File: config.mk
export PLATFORM = sky130hd
export DESIGN_NAME = collatz_sweep_ctrl
export DESIGN_NICKNAME = d
export VERILOG_FILES = /design/src/rtl/collatz_sweep_ctrl.sv
export SDC_FILE = /design/constraint.sdc
export NUM_CORES = 1
export LEC_CHECK = 0
export ABC_CLOCK_PERIOD_IN_PS = 2200
export CAP_MARGIN = 20
export CORE_ASPECT_RATIO = 1.25
export CORE_MARGIN = 2
export CORE_UTILIZATION = 55
export CTS_CLUSTER_SIZE = 14
export DETAILED_ROUTE_END_ITERATION = 6
export DONT_BUFFER_PORTS = 1
export PLACE_DENSITY = 0.73
export SYNTH_ARGS = -nofsm -noshare
export SYNTH_HDL_FRONTEND = slang
export SYNTH_SLANG_ARGS = --single-unit
File: constraint.sdc
create_clock -name clk -period 2.2 [get_ports clk]
set_input_delay 0.22 -clock clk [delete_from_list [all_inputs] [get_ports clk]]
set_output_delay 0.22 -clock clk [all_outputs]
set_load 0.01 [all_outputs]
File: src/rtl/collatz_sweep_ctrl.sv
// -----------------------------------------------------------------------------
// collatz_sweep_ctrl
//
// Sequencer that sweeps an external Collatz iteration engine over a host range
// [lo, hi]. It issues one job per start value, waits for the engine result (or
// abandons the job after TIMEOUT wait cycles), and tracks the largest iteration
// count together with the smallest n that produced it.
//
// Parameters
//   W        width of start values (lo, hi, cur_n, max_n, eng_n)
//   CW       width of engine iteration count and max_count
//   TIMEOUT  maximum WAIT cycles per job before it is abandoned (>= 2)
//
// Ports
//   clk, rst              clock (rising edge), asynchronous active-high reset
//   start, lo, hi         host sweep request; sampled only while idle
//   abort                 host cancel; effective in ISSUE, WAIT and NEXT
//   busy                  high in every state except IDLE
//   done                  one-cycle pulse while in FINISH
//   err                   last sweep had an empty range (effective lo > hi)
//   aborted               last sweep was cancelled
//   timeout_flag          some job of the last sweep was abandoned
//   max_count, max_n      best count seen this sweep and the smallest n for it
//   cur_n                 value currently issued or awaited
//   eng_start, eng_n      one-cycle job launch and its operand
//   eng_done, eng_count   engine result strobe and result
// -----------------------------------------------------------------------------
module collatz_sweep_ctrl #(
    parameter int W       = 8,
    parameter int CW      = 8,
    parameter int TIMEOUT = 1023
) (
    input  logic          clk,
    input  logic          rst,
    input  logic          start,
    input  logic [W-1:0]  lo,
    input  logic [W-1:0]  hi,
    input  logic          abort,
    output logic          busy,
    output logic          done,
    output logic          err,
    output logic          aborted,
    output logic          timeout_flag,
    output logic [CW-1:0] max_count,
    output logic [W-1:0]  max_n,
    output logic [W-1:0]  cur_n,
    output logic          eng_start,
    output logic [W-1:0]  eng_n,
    input  logic          eng_done,
    input  logic [CW-1:0] eng_count
);

    // The wait timer only has to reach TIMEOUT-1.
    localparam int            TW       = $clog2(TIMEOUT);
    localparam logic [TW-1:0] TMO_LAST = TW'(TIMEOUT - 1);

    typedef enum logic [2:0] {
        S_IDLE,
        S_ISSUE,
        S_WAIT,
        S_NEXT,
        S_FINISH
    } state_t;

    state_t         r_state;
    logic [W-1:0]   r_hi;
    logic [W-1:0]   r_cur_n;
    logic [TW-1:0]  r_timer;
    logic [CW-1:0]  r_max_count;
    logic [W-1:0]   r_max_n;
    logic           r_err;
    logic           r_aborted;
    logic           r_timeout_flag;
    logic           r_busy;
    logic           r_done;
    logic           r_eng_start;

    // The engine is undefined at 0, so a zero lower bound starts the sweep at 1.
    logic [W-1:0]   w_lo_eff;
    assign w_lo_eff = (lo == '0) ? W'(1) : lo;

    // busy, done and eng_start are registered alongside the state: each one is
    // set on the transition into the state where it must be visible.
    // NOTE: every register below is assigned with <= so all of them update
    // together from the values of the previous cycle; a blocking = here would
    // let later statements see half-updated state.
    always_ff @(posedge clk or posedge rst) begin
        if (rst) begin
            r_state        <= S_IDLE;
            r_hi           <= '0;
            r_cur_n        <= '0;
            r_timer        <= '0;
            r_max_count    <= '0;
            r_max_n        <= '0;
            r_err          <= 1'b0;
            r_aborted      <= 1'b0;
            r_timeout_flag <= 1'b0;
            r_busy         <= 1'b0;
            r_done         <= 1'b0;
            r_eng_start    <= 1'b0;
        end else begin
            r_done      <= 1'b0;
            r_eng_start <= 1'b0;

            case (r_state)
                S_IDLE: begin
                    if (start) begin
                        r_hi           <= hi;
                        r_max_count    <= '0;
                        r_max_n        <= '0;
                        r_err          <= 1'b0;
                        r_aborted      <= 1'b0;
                        r_timeout_flag <= 1'b0;
                        r_busy         <= 1'b1;
                        if (w_lo_eff > hi) begin
                            r_err   <= 1'b1;
                            r_done  <= 1'b1;
                            r_state <= S_FINISH;
                        end else begin
                            r_cur_n     <= w_lo_eff;
                            r_eng_start <= 1'b1;
                            r_state     <= S_ISSUE;
                        end
                    end
                end

                S_ISSUE: begin
                    r_timer <= '0;
                    if (abort) begin
                        r_aborted <= 1'b1;
                        r_done    <= 1'b1;
                        r_state   <= S_FINISH;
                    end else begin
                        r_state <= S_WAIT;
                    end
                end

                S_WAIT: begin
                    // abort wins over a same-cycle result, which is dropped.
                    if (abort) begin
                        r_aborted <= 1'b1;
                        r_done    <= 1'b1;
                        r_state   <= S_FINISH;
                    end else if (eng_done) begin
                        // Strict compare: a tie keeps the earlier, smaller n.
                        if (eng_count > r_max_count) begin
                            r_max_count <= eng_count;
                            r_max_n     <= r_cur_n;
                        end
                        r_state <= S_NEXT;
                    end else if (r_timer == TMO_LAST) begin
                        r_timeout_flag <= 1'b1;
                        r_state        <= S_NEXT;
                    end else begin
                        r_timer <= r_timer + TW'(1);
                    end
                end

                S_NEXT: begin
                    // Compare before incrementing so hi = 2^W-1 never wraps.
                    if (abort) begin
                        r_aborted <= 1'b1;
                        r_done    <= 1'b1;
                        r_state   <= S_FINISH;
                    end else if (r_cur_n == r_hi) begin
                        r_done  <= 1'b1;
                        r_state <= S_FINISH;
                    end else begin
                        r_cur_n     <= r_cur_n + W'(1);
                        r_eng_start <= 1'b1;
                        r_state     <= S_ISSUE;
                    end
                end

                S_FINISH: begin
                    r_busy  <= 1'b0;
                    r_state <= S_IDLE;
                end

                default: begin
                    r_busy  <= 1'b0;
                    r_state <= S_IDLE;
                end
            endcase
        end
    end

    assign busy         = r_busy;
    assign done         = r_done;
    assign err          = r_err;
    assign aborted      = r_aborted;
    assign timeout_flag = r_timeout_flag;
    assign max_count    = r_max_count;
    assign max_n        = r_max_n;
    assign cur_n        = r_cur_n;
    assign eng_start    = r_eng_start;
    assign eng_n        = r_cur_n;

endmodule
# Yosys cells after proc, flatten, opt, wreduce, memory -nomap -nowiden
# Cells that the tools add are included.
# word_totals
in_bits	29
latchBits	0
word_cells	98
ram_bits	0
out_inout_bits	38
memories	0
reg_bits	51
rom_bits	0
# classes
n_reduce_logical	16
eq_ne	17
multipliers	0
mux	48
div	0
bitwise_logic	1
magnitude_cmp	2
n_shift	0
add_sub_neg	2
# ops
op	count
8-bit 2-to-1 mux	12
8-bit one-hot mux with 2 select lines	3
10-bit 2-to-1 mux	3
3-bit 2-to-1 mux	8
2-bit inequality test, second input constant	10
10-bit one-hot mux with 2 select lines	1
8-bit > comparator	2
1-bit 2-to-1 mux	15
5-bit AND reduction	3
3-bit one-hot mux with 4 select lines	1
10-bit by 1-bit adder with 10-bit output, second input constant	1
10-bit equality test, second input constant	1
8-bit by 1-bit adder with 8-bit output, second input constant	1
8-bit equality test	1
8-bit logical NOT	1
1-bit one-hot mux with 2 select lines	4
2-bit nonzero test	4
3-bit by 2-bit equality test with 1-bit output, second input constant	2
2-bit AND reduction	3
4-bit inequality test, second input constant	1
4-bit AND reduction	1
3-bit by 1-bit equality test with 1-bit output, second input constant	1
3-bit logical NOT	1
1-bit one-hot mux with 3 select lines	1
5 further kinds	5

# Longest topological paths before layout
# Gate-level depths: netlist (run 1).
# logic_depth
depth_word	6
mapped_depth	10
mapped_depth_nobuf	9

# Worst setup path before layout (run 1)
# Ideal clock, no wire load.
# synth_timing
kind	input port to flip-flop
startpoint	input lo[4]
endpoint	register r_cur_n[1] (netlist: cur_n[1])
stages	9
slack_ps	213
required_time_ps	2077
setup_time_ps	123
path_buffers	0
arrival_ps	1865
path_cell_list	nor4_1 -> a21oi_1 -> ha_1 -> nand4_1 -> nor2_1 -> a211oi_1 -> nor3_2 -> or2_1 -> o221a_2
# synth_between
elab_chain_len	5
word_cells_on_any_way	8
classes_between	order compare (1); eq/ne (1); mux (4); reduce/logical (2)
# synth_rtl
element	line	source
start: declaration	36	input logic [W-1:0] lo,
8-bit logical NOT	80	assign w_lo_eff = (lo == '0) ? W'(1) : lo;
8-bit 2-to-1 mux (*)	80	
8-bit > comparator or 8-bit 2-to-1 mux (tied branches)	115	if (w_lo_eff > hi) begin
2-bit inequality test (no line) or 8-bit 2-to-1 mux (tied branches)	n/a	
5-bit AND reduction (no line) or 8-bit one-hot mux with 2 select lines (tied branches)	n/a	
end signal: assignment	120	r_cur_n <= w_lo_eff;
end signal: assignment	169	r_cur_n <= r_cur_n + W'(1);
end: declaration	67	logic [W-1:0] r_cur_n;
# Every way passes the cells marked *; elsewhere a longest branch is shown, timed or not. The select of a mux whose other input is x is not followed.
# A chain may end at the register's enable or synchronous reset.

# Final worst setup path (run 1)
# layout_timing
startpoint	register r_hi[1]
endpoint	register r_cur_n[1] (netlist: cur_n[1])
# layout_between
elab_chain_len	3
# layout_rtl
element	line	source
start: declaration	66	logic [W-1:0] r_hi;
start signal: assignment	108	r_hi <= hi;
8-bit equality test	165	end else if (r_cur_n == r_hi) begin
2-bit inequality test (no line)	n/a	
5-bit AND reduction (no line)	n/a	
# No other way between the ends.

==> results of run 1 <==
==> logic make-up after synthesis <==
family,Yosys count,synth area share [%]
and+or+nand+nor,121,19.4
buffers and inverters,55,8.98
DFF,51,42.4
AOI/OAI and AO/OA,45,9.86
muxes,20,6.74
adders and majority gates,19,7.90
xor gates and xnor gates,16,4.66
==> state kept, by name, summed over array words and instances, names as in the netlist <==
register / cells
aborted: 1
busy: 1
cur_n: 8
done: 1
eng_start: 1
err: 1
max_count: 8
max_n: 8
r_hi: 8
r_state: 3
r_timer: 10
timeout_flag: 1
==> path summary, 6_finish.rpt <==
kind | end | slack [ps] | cells past startpoint
setup / recovery | cur_n[1] | 250 | 6
hold / removal | r_hi[0] | 30 | 2
setup reg to reg | cur_n[1] | 250 | 6
hold reg to reg | r_hi[3] | 520 | 2
max in group asynchronous | max_count[3] | 1240 | 3
min in group asynchronous | r_timer[1] | 420 | 2
==> metal layers <==
| layer | wire length [µm] | up-vias |
|---|---|---|
| li1 | - | 1122 |
| met4 | 84 | 0 |
| met2 | 3520 | 76 |
| met5 | 0 | - |
| met3 | 458 | 8 |
| met1 | 2660 | 1104 |
==> power groups by stage <==
stage	clock, mW	sequential (mW)	combinational [mW]
2_1_floorplan	0	1.43	0.970
4_1_cts	0.567	1.38	1.37
3_5_place_dp	0	1.39	1.37
6_report	0.551	1.38	1.37
5_1_grt	0.598	1.41	1.52
3_3_place_gp	0	1.38	1.34
==> final cells by class <==
cell class              instances  area [µm²]
fillers                       487        2150
inverters                      31         116
well taps                      64        80.1
clock buffers                   6        82.6
clock inverters                 1        5.00
flip-flops and latches         51        1280
repair buffers                 24         198
multi-input cells             221        1460
==> metrics by stage <==
step	hold WS [ps]	cell area [µm²]	setup TNS [ps]	worst slack, ps	total power, mW
2_1_floorplan	325	3010	0	213	2.40
3_3_place_gp	183	3110	0	59.6	2.72
3_5_place_dp	184	3110	-33.9	-33.9	2.76
4_1_cts	20.4	3220	0	243	3.32
5_1_grt	28.4	3220	0	90.6	3.52
6_report	31.5	3220	0	249	3.29
==> worst register-to-register path, stage by stage, from the launching register on <==
cell,delay [ps]
sky130_fd_sc_hd__dfrtp_1,410
sky130_fd_sc_hd__xnor2_1,230
sky130_fd_sc_hd__nand4_1,120
sky130_fd_sc_hd__nor2_1,400
sky130_fd_sc_hd__nor3_2,170
sky130_fd_sc_hd__or2_1,270
sky130_fd_sc_hd__o221a_2,250
==> cell usage in the layout, fill, tap and decap left out, drive strengths merged, types with 3 or more instances in the layout <==
master and count:
nand2 52, dfrtp 51, inv 31, buf 22
ha 19, mux2i 18, nor2 18, o21ai 13
a21oi 11, nand4 10, xnor2 9, nand3 8
nor4 8, xor2 7, clkbuf 6, nor2b 5
and3 5, a211oi 4, a221oi 4, nor3 4
nand2b 3, and2 3
==> metrics.txt, run 1 <==
global placement routability congestion=roughly 0.8; initial core utilization=56.0%; cell types with the largest area share after synthesis=sky130_fd_sc_hd__dfrtp_1, sky130_fd_sc_hd__ha_1, sky130_fd_sc_hd__nand2_1; total of flip-flops plus latches after synthesis=51; largest net degree at the start of global routing=28; combinational share of power=41.5%; number of global-route vias before repair=2,329; standard cell core area=5370 µm²; Vias/cell=5.80; Root Buffer Master=sky130_fd_sc_hd__clkbuf_8; Final min period=between 1500 and 2000 ps; number of max-slew violations in the final report=0; clock tree buffer depth=2; share of the cycle needed by the critical path after routing=88.7%; number of placed instances with taps included=389; combined area of all synthesized cells=roughly 3000 µm²; ys flop type=sky130_fd_sc_hd__dfrtp_1; Die Area=6080 µm²; biggest area consumer among synthesized cells=sky130_fd_sc_hd__dfrtp_1; top cell type's share of synthesized area=42.4%; number of antenna violations at the first check in global routing=0; worst hold start=hi[0]; run status=finished clean; setup violation total in the final timing report=0; worst vdd rail ir drop=roughly 0.00044 V; nets@finish=382; synthesis-to-finish area growth=7.03%; Setup Buffers After CTS=0; startpoint kind of the worst setup timing path=flop; internal power summed over all cells=1.97 mW; Seq pwr share=41.8%; n_diodes=0; fraction of power consumed by the clock network=16.7%; H-tree levels=2; fraction of the yosys area taken by sequential cells=a little over two fifths; detailed placer's ending HPWL=~5.2 mm; wire length of the first global-routing pass=11.3 mm; quantity of gates resized following cts=0; CP Data Arrival Time=about 2200 ps; post-detailed-route wirelength per cell=16.9 µm; Yosys cell types=45; CTS Buf Count=5; most frequent cell after synthesis=sky130_fd_sc_hd__nand2_1; All-Layer GR Usage=23.7%; number of hold buffers added after cts=2; TritonRoute pass-1 iters=4; met1 track utilization from global routing=roughly a quarter; Residual DRC=0; switching share of power=around two fifths; Std-Cell Rows=30; slowest stage cell, crit path=sky130_fd_sc_hd__dfrtp_1; P per Cell Area=1020 nW/µm²; number of maximum-capacitance violations=0; data required time at the worst endpoint=2400 ps; static power due to leakage=between 1.5 and 2 nW; share of synthesized registers carrying an async set or reset=100%; overall routed net length=about 6.7 mm; register clock-pin slew on the reported worst setup and hold paths=90 ps; number of standard cells in the final layout excluding fillers=398; timing-limited maximum frequency=approximately 510 MHz; Syn Area/Cell=9.20 µm²; number of buffer and inverter instances along the worst setup path=0; setup repair after global routing missed its margin=false; kind of path behind the tightest hold check=input port to flop; CP max FO=8; total vias in the final route=2,310; total number of clock tree sinks=51; number of input and output port buffers inserted=0; final hold violation count=0; Top-Level Pins=67; most crowded layer after global routing=met2; Slew Limit Headroom=63.7%; number of flops mapped to enable cells by yosys=0; count of mapped cells out of synthesis=between 300 and 400; cells traversed along the worst timing path=xnor2_1 > nand4_1 > nor2_1 > nor3_2 > or2_1 > o221a_2; count of warnings emitted by yosys=0; worst skew pair latency=about 300 ps; top cells by count, synth=sky130_fd_sc_hd__nand2_1, sky130_fd_sc_hd__dfrtp_1, sky130_fd_sc_hd__inv_1; share of post-route cells with drive strength above 1=between 10% and 20%; Worst Max-Slew Pin Slew=544 ps; global route total overflow=0; post-route ant nets=0; type of the worst setup path=flop to flop; die span in y=86.7 µm; met3 Track Usage GR=between 6 and 7%; largest incremental delay on the critical path=410 ps; worst setup path start=r_hi[1]; CTS tree=yes; utilization of the core after routing=60.0%; met2 demand-to-capacity share in global routing=43.1%; worst-case clock skew=7.49 ps; worst reg2reg path startpoint=r_hi[1]; Mapped Nets=between 300 and 400; DRC violation total after the first TritonRoute iteration=106; kind of cell with the highest combined delay on the critical path=simple AND/OR/NAND/NOR gates; Die Width=about 70 µm; Switch Pwr=1.33 mW; kind of end point of the critical path=flop
No activity file was read; power rests on OpenSTA's default activity.
==> run 2: changes to the inputs <==
SETUP_SLACK_MARGIN = 0.5   (was not set)
SLEW_MARGIN = 20   (was not set)
==> metrics.txt, run 2 (synthesis gave the netlist of run 1 again) <==
Final min period=about 1900 ps; Worst Max-Slew Pin Slew=511 ps; CP Data Arrival Time=2110 ps; register with the most flip-flops=r_timer; number of standard cells in the final layout excluding fillers=406; post-route ant nets=0; total number of clock tree sinks=51; timing-limited maximum frequency=532 MHz; global route total overflow=0; total vias in the final route=2,356; utilization of the core after routing=roughly 66%; kind of end point of the critical path=flop; worst skew pair latency=300 ps; All-Layer GR Usage=23.0%; type of the worst setup path=flop to flop; number of max-slew violations in the final report=0; setup repair after global routing missed its margin=true; number of antenna violations at the first check in global routing=0; TritonRoute pass-1 iters=4; Post-DP Area=3110 µm²; Seq pwr share=40.0%; Die Width=roughly 70 µm; run status=finished clean; share of the cycle needed by the critical path after routing=85.5%; post-detailed-route wirelength per cell=17.3 µm; fraction of power consumed by the clock network=between 10% and 20%; register clock-pin slew on the reported worst setup and hold paths=90 ps; DRC violation total after the first TritonRoute iteration=98; Vias/cell=5.80; clock tree buffer depth=2; Residual DRC=0; Die Area=6080 µm²; met3 Track Usage GR=6.74%; n_diodes=0; initial core utilization=between 50% and 60%; total negative slack=0 ps; share of post-route cells with drive strength above 1=22.8%; global placement routability congestion=0.790; synthesis-to-finish area growth=17.6%; most crowded layer after global routing=met2; Switch Pwr=1.46 mW; P per Cell Area=992 nW/µm²; combinational share of power=44.6%; met1 track utilization from global routing=27.0%; nets@finish=~390; detailed placer's ending HPWL=just under 5 mm; die span in y=slightly below 90 µm; number of global-route vias before repair=2,323; area of all placed cells without fillers=3540 µm²; number of input and output port buffers inserted=0; wire length of the first global-routing pass=11.1 mm; Top-Level Pins=between 60 and 70; startpoint kind of the worst setup timing path=flop; worst vdd rail ir drop=0.000590 V; CTS tree=yes; Std-Cell Rows=30; max reg flops=10; setup violation total in the final timing report=0; overall routed net length=7.01 mm; static power due to leakage=roughly 1.7 nW; CTS Buf Count=5; data required time at the worst endpoint=2430 ps; number of placed instances with taps included=385; most frequent cells in the layout=sky130_fd_sc_hd__nand2_1, sky130_fd_sc_hd__dfrtp_1, sky130_fd_sc_hd__inv_1; met2 demand-to-capacity share in global routing=41.3%; CP max FO=4; worst-case clock skew=between 6 and 7 ps; Root Buffer Master=sky130_fd_sc_hd__clkbuf_8; final hold violation count=0; kind of path behind the tightest hold check=input port to flop; number of maximum-capacitance violations=0; Slew Limit Headroom=65.8%; switching share of power=between 40% and 50%; largest net degree at the start of global routing=39; internal power summed over all cells=about 2.1 mW; standard cell core area=5370 µm²; H-tree levels=2; commonest non-fill, non-tap cell in the layout=sky130_fd_sc_hd__nand2_1
==> run 2: layout make-up <==
| class | instances | area [µm²] |
|---|---|---|
| clock buffer | 6 | 72.6 |
| clock inverter | 2 | 12.5 |
| fill | 427 | 1830 |
| inverter | 31 | 116 |
| multi-input combinational | 221 | 1710 |
| sequential | 51 | 1280 |
| tap | 64 | 80.1 |
| timing repair buffer | 31 | 269 |
==> run 2: timing repair <==
item / 4_1_cts / 5_1_grt
endpoints found under the setup margin: 27 / 36
endpoints found under the hold margin: 14 / 0
cloned: 1 / 2
setup buffers: 3 / 5
hold buffers: 2 / 0
pin swaps: 7 / 17
resized for setup: 18 / 33
==> run 2: metal layers <==
layer  part of all wire, %  vias to the layer above  routed length (µm)
met5                     0                        -                   0
met4                   1.7                        0                 121
met3                   6.3                       11                 439
met2                    51                       72                3610
met1                    41                     1138                2840
li1                      -                     1135                   -
==> run 2: final timing paths <==
kind	startpoint	end	slack, ps	cells after the start
hold reg to reg	r_hi[2]	r_hi[2]	510	2
min in group asynchronous	rst	max_n[7]	320	2
max in group asynchronous	rst	r_state[2]	1370	3
hold / removal	hi[0]	r_hi[0]	30	2
setup reg to reg	max_count[5]	max_n[1]	320	8
setup / recovery	max_count[5]	max_n[1]	320	8
==> run 2: worst max-delay path, stage by stage (launching register included) <==
cell and delay (ps):
sky130_fd_sc_hd__dfrtp_1 430, sky130_fd_sc_hd__inv_1 60, sky130_fd_sc_hd__ha_1 300, sky130_fd_sc_hd__nand4_1 130
sky130_fd_sc_hd__nor2_1 50, sky130_fd_sc_hd__nor4_1 190, sky130_fd_sc_hd__a221o_1 280, sky130_fd_sc_hd__buf_4 180
sky130_fd_sc_hd__mux2i_1 180
==> run 2: through the flow <==
stage	power, mW	hold WS, ps	worst slack (ps)
final	3.51	32.0	319
after global routing	3.74	28.4	196
after CTS	3.36	24.6	313
after detailed placement	2.72	81.0	27.4
after global placement	2.70	75.4	134
after floorplan	2.41	325	303
==> run 2: power groups by stage <==
stage | clock (mW) | combinational [mW] | sequential, mW
final | 0.539 | 1.57 | 1.41
after global routing | 0.590 | 1.71 | 1.44
after CTS | 0.547 | 1.42 | 1.39
after detailed placement | 0 | 1.32 | 1.39
after global placement | 0 | 1.31 | 1.39
after floorplan | 0 | 0.977 | 1.43
==> run 3: changes to the inputs <==
ABC_AREA = 1   (was not set)
==> metrics.txt, run 3 <==
Yosys cell types=33; worst skew pair latency=300 ps; kind of cell with the highest combined delay on the critical path=simple AND/OR/NAND/NOR gates; number of antenna violations at the first check in global routing=0; wire length of the first global-routing pass=roughly 13 mm; standard cell core area=5780 µm²; area of all placed cells without fillers=3730 µm²; most frequent cell after synthesis=sky130_fd_sc_hd__nand2_1; cells traversed along the worst timing path=inv_1 > ha_1 > nand2_2 > nor2_4 > nand4_1 > nand2_2 > inv_4 > nand2_8 > nand2_8 > nand2_2 > nand2_1; number of max-slew violations in the final report=0; worst-case clock skew=5.89 ps; fill cell count=~500; largest net degree at the start of global routing=30; post-synthesis compound-gate area fraction=6.71%; H-tree levels=2; number of maximum-capacitance violations=0; adder and majority cell fraction of the synthesized area=around 7.2%; kind of path behind the tightest hold check=input port to flop; fraction of the yosys area taken by sequential cells=between 30% and 40%; Top-Level Pins=67; post-synthesis mux area share=0%; worst setup slack before clock tree synthesis=310 ps; combined area of all synthesized cells=3280 µm²; CP Data Arrival Time=1880 ps; type of the worst setup path=flop to flop; worst vdd rail ir drop=0.000617 V; DRC violation total after the first TritonRoute iteration=198; Storage cell area=1280 µm²; slowest stage cell, crit path=sky130_fd_sc_hd__dfrtp_1; register clock-pin slew on the reported worst setup and hold paths=90 ps; commonest non-fill, non-tap cell in the layout=sky130_fd_sc_hd__nand2_1; static power due to leakage=1.94 nW; XOR/XNOR share of the synthesized area=2.67%; max reg flops=10; All-Layer GR Usage=between 20% and 30%; total negative slack=0 ps; post-synthesis share of cell area spent on and, or, nand and nor gates=about 33%; share of post-route cells with drive strength above 1=17.4%; multi-input gate area in the final layout=1820 µm²; most frequent cells in the layout=sky130_fd_sc_hd__nand2_1, sky130_fd_sc_hd__inv_1, sky130_fd_sc_hd__nand3_1; CTS Buf Count=5; P per Cell Area=1090 nW/µm²; final hold slack=44.4 ps; clock tree buffer depth=2; total vias in the final route=~2,900; top cells by count, synth=sky130_fd_sc_hd__nand2_1, sky130_fd_sc_hd__inv_1, sky130_fd_sc_hd__dfrtp_1; Die Width=between 70 and 80 µm; initial core utilization=56.8%; number of input and output port buffers inserted=0; timing-limited maximum frequency=596 MHz; number of global-route vias before repair=approximately 2,800; detailed placer's ending HPWL=approximately 5.4 mm; ys flop type=sky130_fd_sc_hd__dfrtp_1; CP max FO=8; die span in y=90.4 µm; CTS tree=yes; number of placed instances with taps included=514; Root Buffer Master=sky130_fd_sc_hd__clkbuf_8; Post-DP Area=3320 µm²; kind of end point of the critical path=flop; total number of clock tree sinks=just over 50; Residual DRC=0; Std-Cell Rows=31; post-detailed-route wirelength per cell=14.5 µm; post-route ant nets=0; Final min period=1680 ps; nets@finish=513; cell types with the largest area share after synthesis=sky130_fd_sc_hd__dfrtp_1, sky130_fd_sc_hd__nand2_1, sky130_fd_sc_hd__nand3_1; Slew Limit Headroom=74.1%; number of standard cells in the final layout excluding fillers=532; biggest area consumer among synthesized cells=sky130_fd_sc_hd__dfrtp_1; global route total overflow=0; number of buffer and inverter instances along the worst setup path=2; sum of internal, switching and leakage power=4.07 mW; n_diodes=0; Mapped Nets=a little over 500; Vias/cell=5.41; register with the most flip-flops=r_timer; count of mapped cells out of synthesis=460; Die Area=6610 µm²; largest family of logic cells by synthesized area=simple AND/OR/NAND/NOR gates; utilization of the core after routing=around 65%; setup violation total in the final timing report=0; startpoint kind of the worst setup timing path=flop; top cell type's share of synthesized area=38.9%; count of warnings emitted by yosys=0; Crit path top cell by count=sky130_fd_sc_hd__nand2_2; TritonRoute pass-1 iters=4; Syn Area/Cell=~7.1 µm²; share of the cycle needed by the critical path after routing=76.3%; share of synthesized registers carrying an async set or reset=100%; data required time at the worst endpoint=2400 ps; largest incremental delay on the critical path=430 ps; synthesis-to-finish area growth=13.6%; run status=finished clean; global placement routability congestion=0.885; total of flip-flops plus latches after synthesis=51; overall routed net length=about 7.7 mm; Worst Max-Slew Pin Slew=approximately 390 ps; final hold violation count=0; crit path setup slack, layout=521 ps; setup repair after global routing missed its margin=true; number of flops mapped to enable cells by yosys=0
run 3: timing repair:
action,CTS,global route
buffers inserted,2,3
hold buffers,2,0
cloned,3,0
pin swaps,3,12
resized for setup,10,38
endpoints found under the hold margin,15,0
endpoints found under the setup margin,33,38
run 3: path summary, 6_finish.rpt:
path | from | end | slack, ps | cells past startpoint
setup / recovery | max_count[4] | max_count[0] | 520 | 11
hold / removal | hi[4] | r_hi[4] | 40 | 2
setup reg to reg | max_count[4] | max_count[0] | 520 | 11
hold reg to reg | r_hi[6] | r_hi[6] | 520 | 2
max in group asynchronous | rst | cur_n[1] | 1220 | 3
min in group asynchronous | rst | timeout_flag | 350 | 2
run 3: kinds of logic (layout without fill, tap and decap cells):
family                     after synthesis  in the layout
AOI/OAI and AO/OA                       40             40
and+or+nand+nor                        247            250
adders and majority gates               19             19
buffers and inverters                   93             96
xor gates and xnor gates                10             10
DFF                                     51             51
run 3: area by class of cell:
cell class / instances / area share [%]
Timing Repair Buffer: 16 / 3.69
Tap cell: 66 / 2.21
Sequential cell: 51 / 34.4
Inverter: 72 / 7.38
Multi-Input combinational cell: 319 / 48.7
Clock buffer: 6 / 1.95
Clock inverter: 2 / 1.61
run 3: layer usage:
| layer | GRT usage [%] | wire, µm | share of wire [%] | vias up |
|---|---|---|---|---|
| met5 | 0 | 0 | 0 | - |
| met4 | 7.41 | 121 | 1.6 | 0 |
| met3 | 4.69 | 473 | 6.1 | 8 |
| met2 | 39.9 | 3950 | 51 | 88 |
| met1 | 30.0 | 3160 | 41 | 1345 |
| li1 | - | - | - | 1439 |
run 3: worst reg2reg max path, stage by stage (launching register included):
cell	delay [ps]
sky130_fd_sc_hd__dfrtp_1	430
sky130_fd_sc_hd__inv_1	60
sky130_fd_sc_hd__ha_1	290
sky130_fd_sc_hd__nand2_2	70
sky130_fd_sc_hd__nor2_4	90
sky130_fd_sc_hd__nand4_1	130
sky130_fd_sc_hd__nand2_2	110
sky130_fd_sc_hd__inv_4	70
sky130_fd_sc_hd__nand2_8	120
sky130_fd_sc_hd__nand2_8	90
sky130_fd_sc_hd__nand2_2	80
sky130_fd_sc_hd__nand2_1	40
run 3: power breakdown:
part           internal, mW  switching [mW]
clock                 0.455           0.308
sequential             1.22           0.368
combinational         0.627            1.09
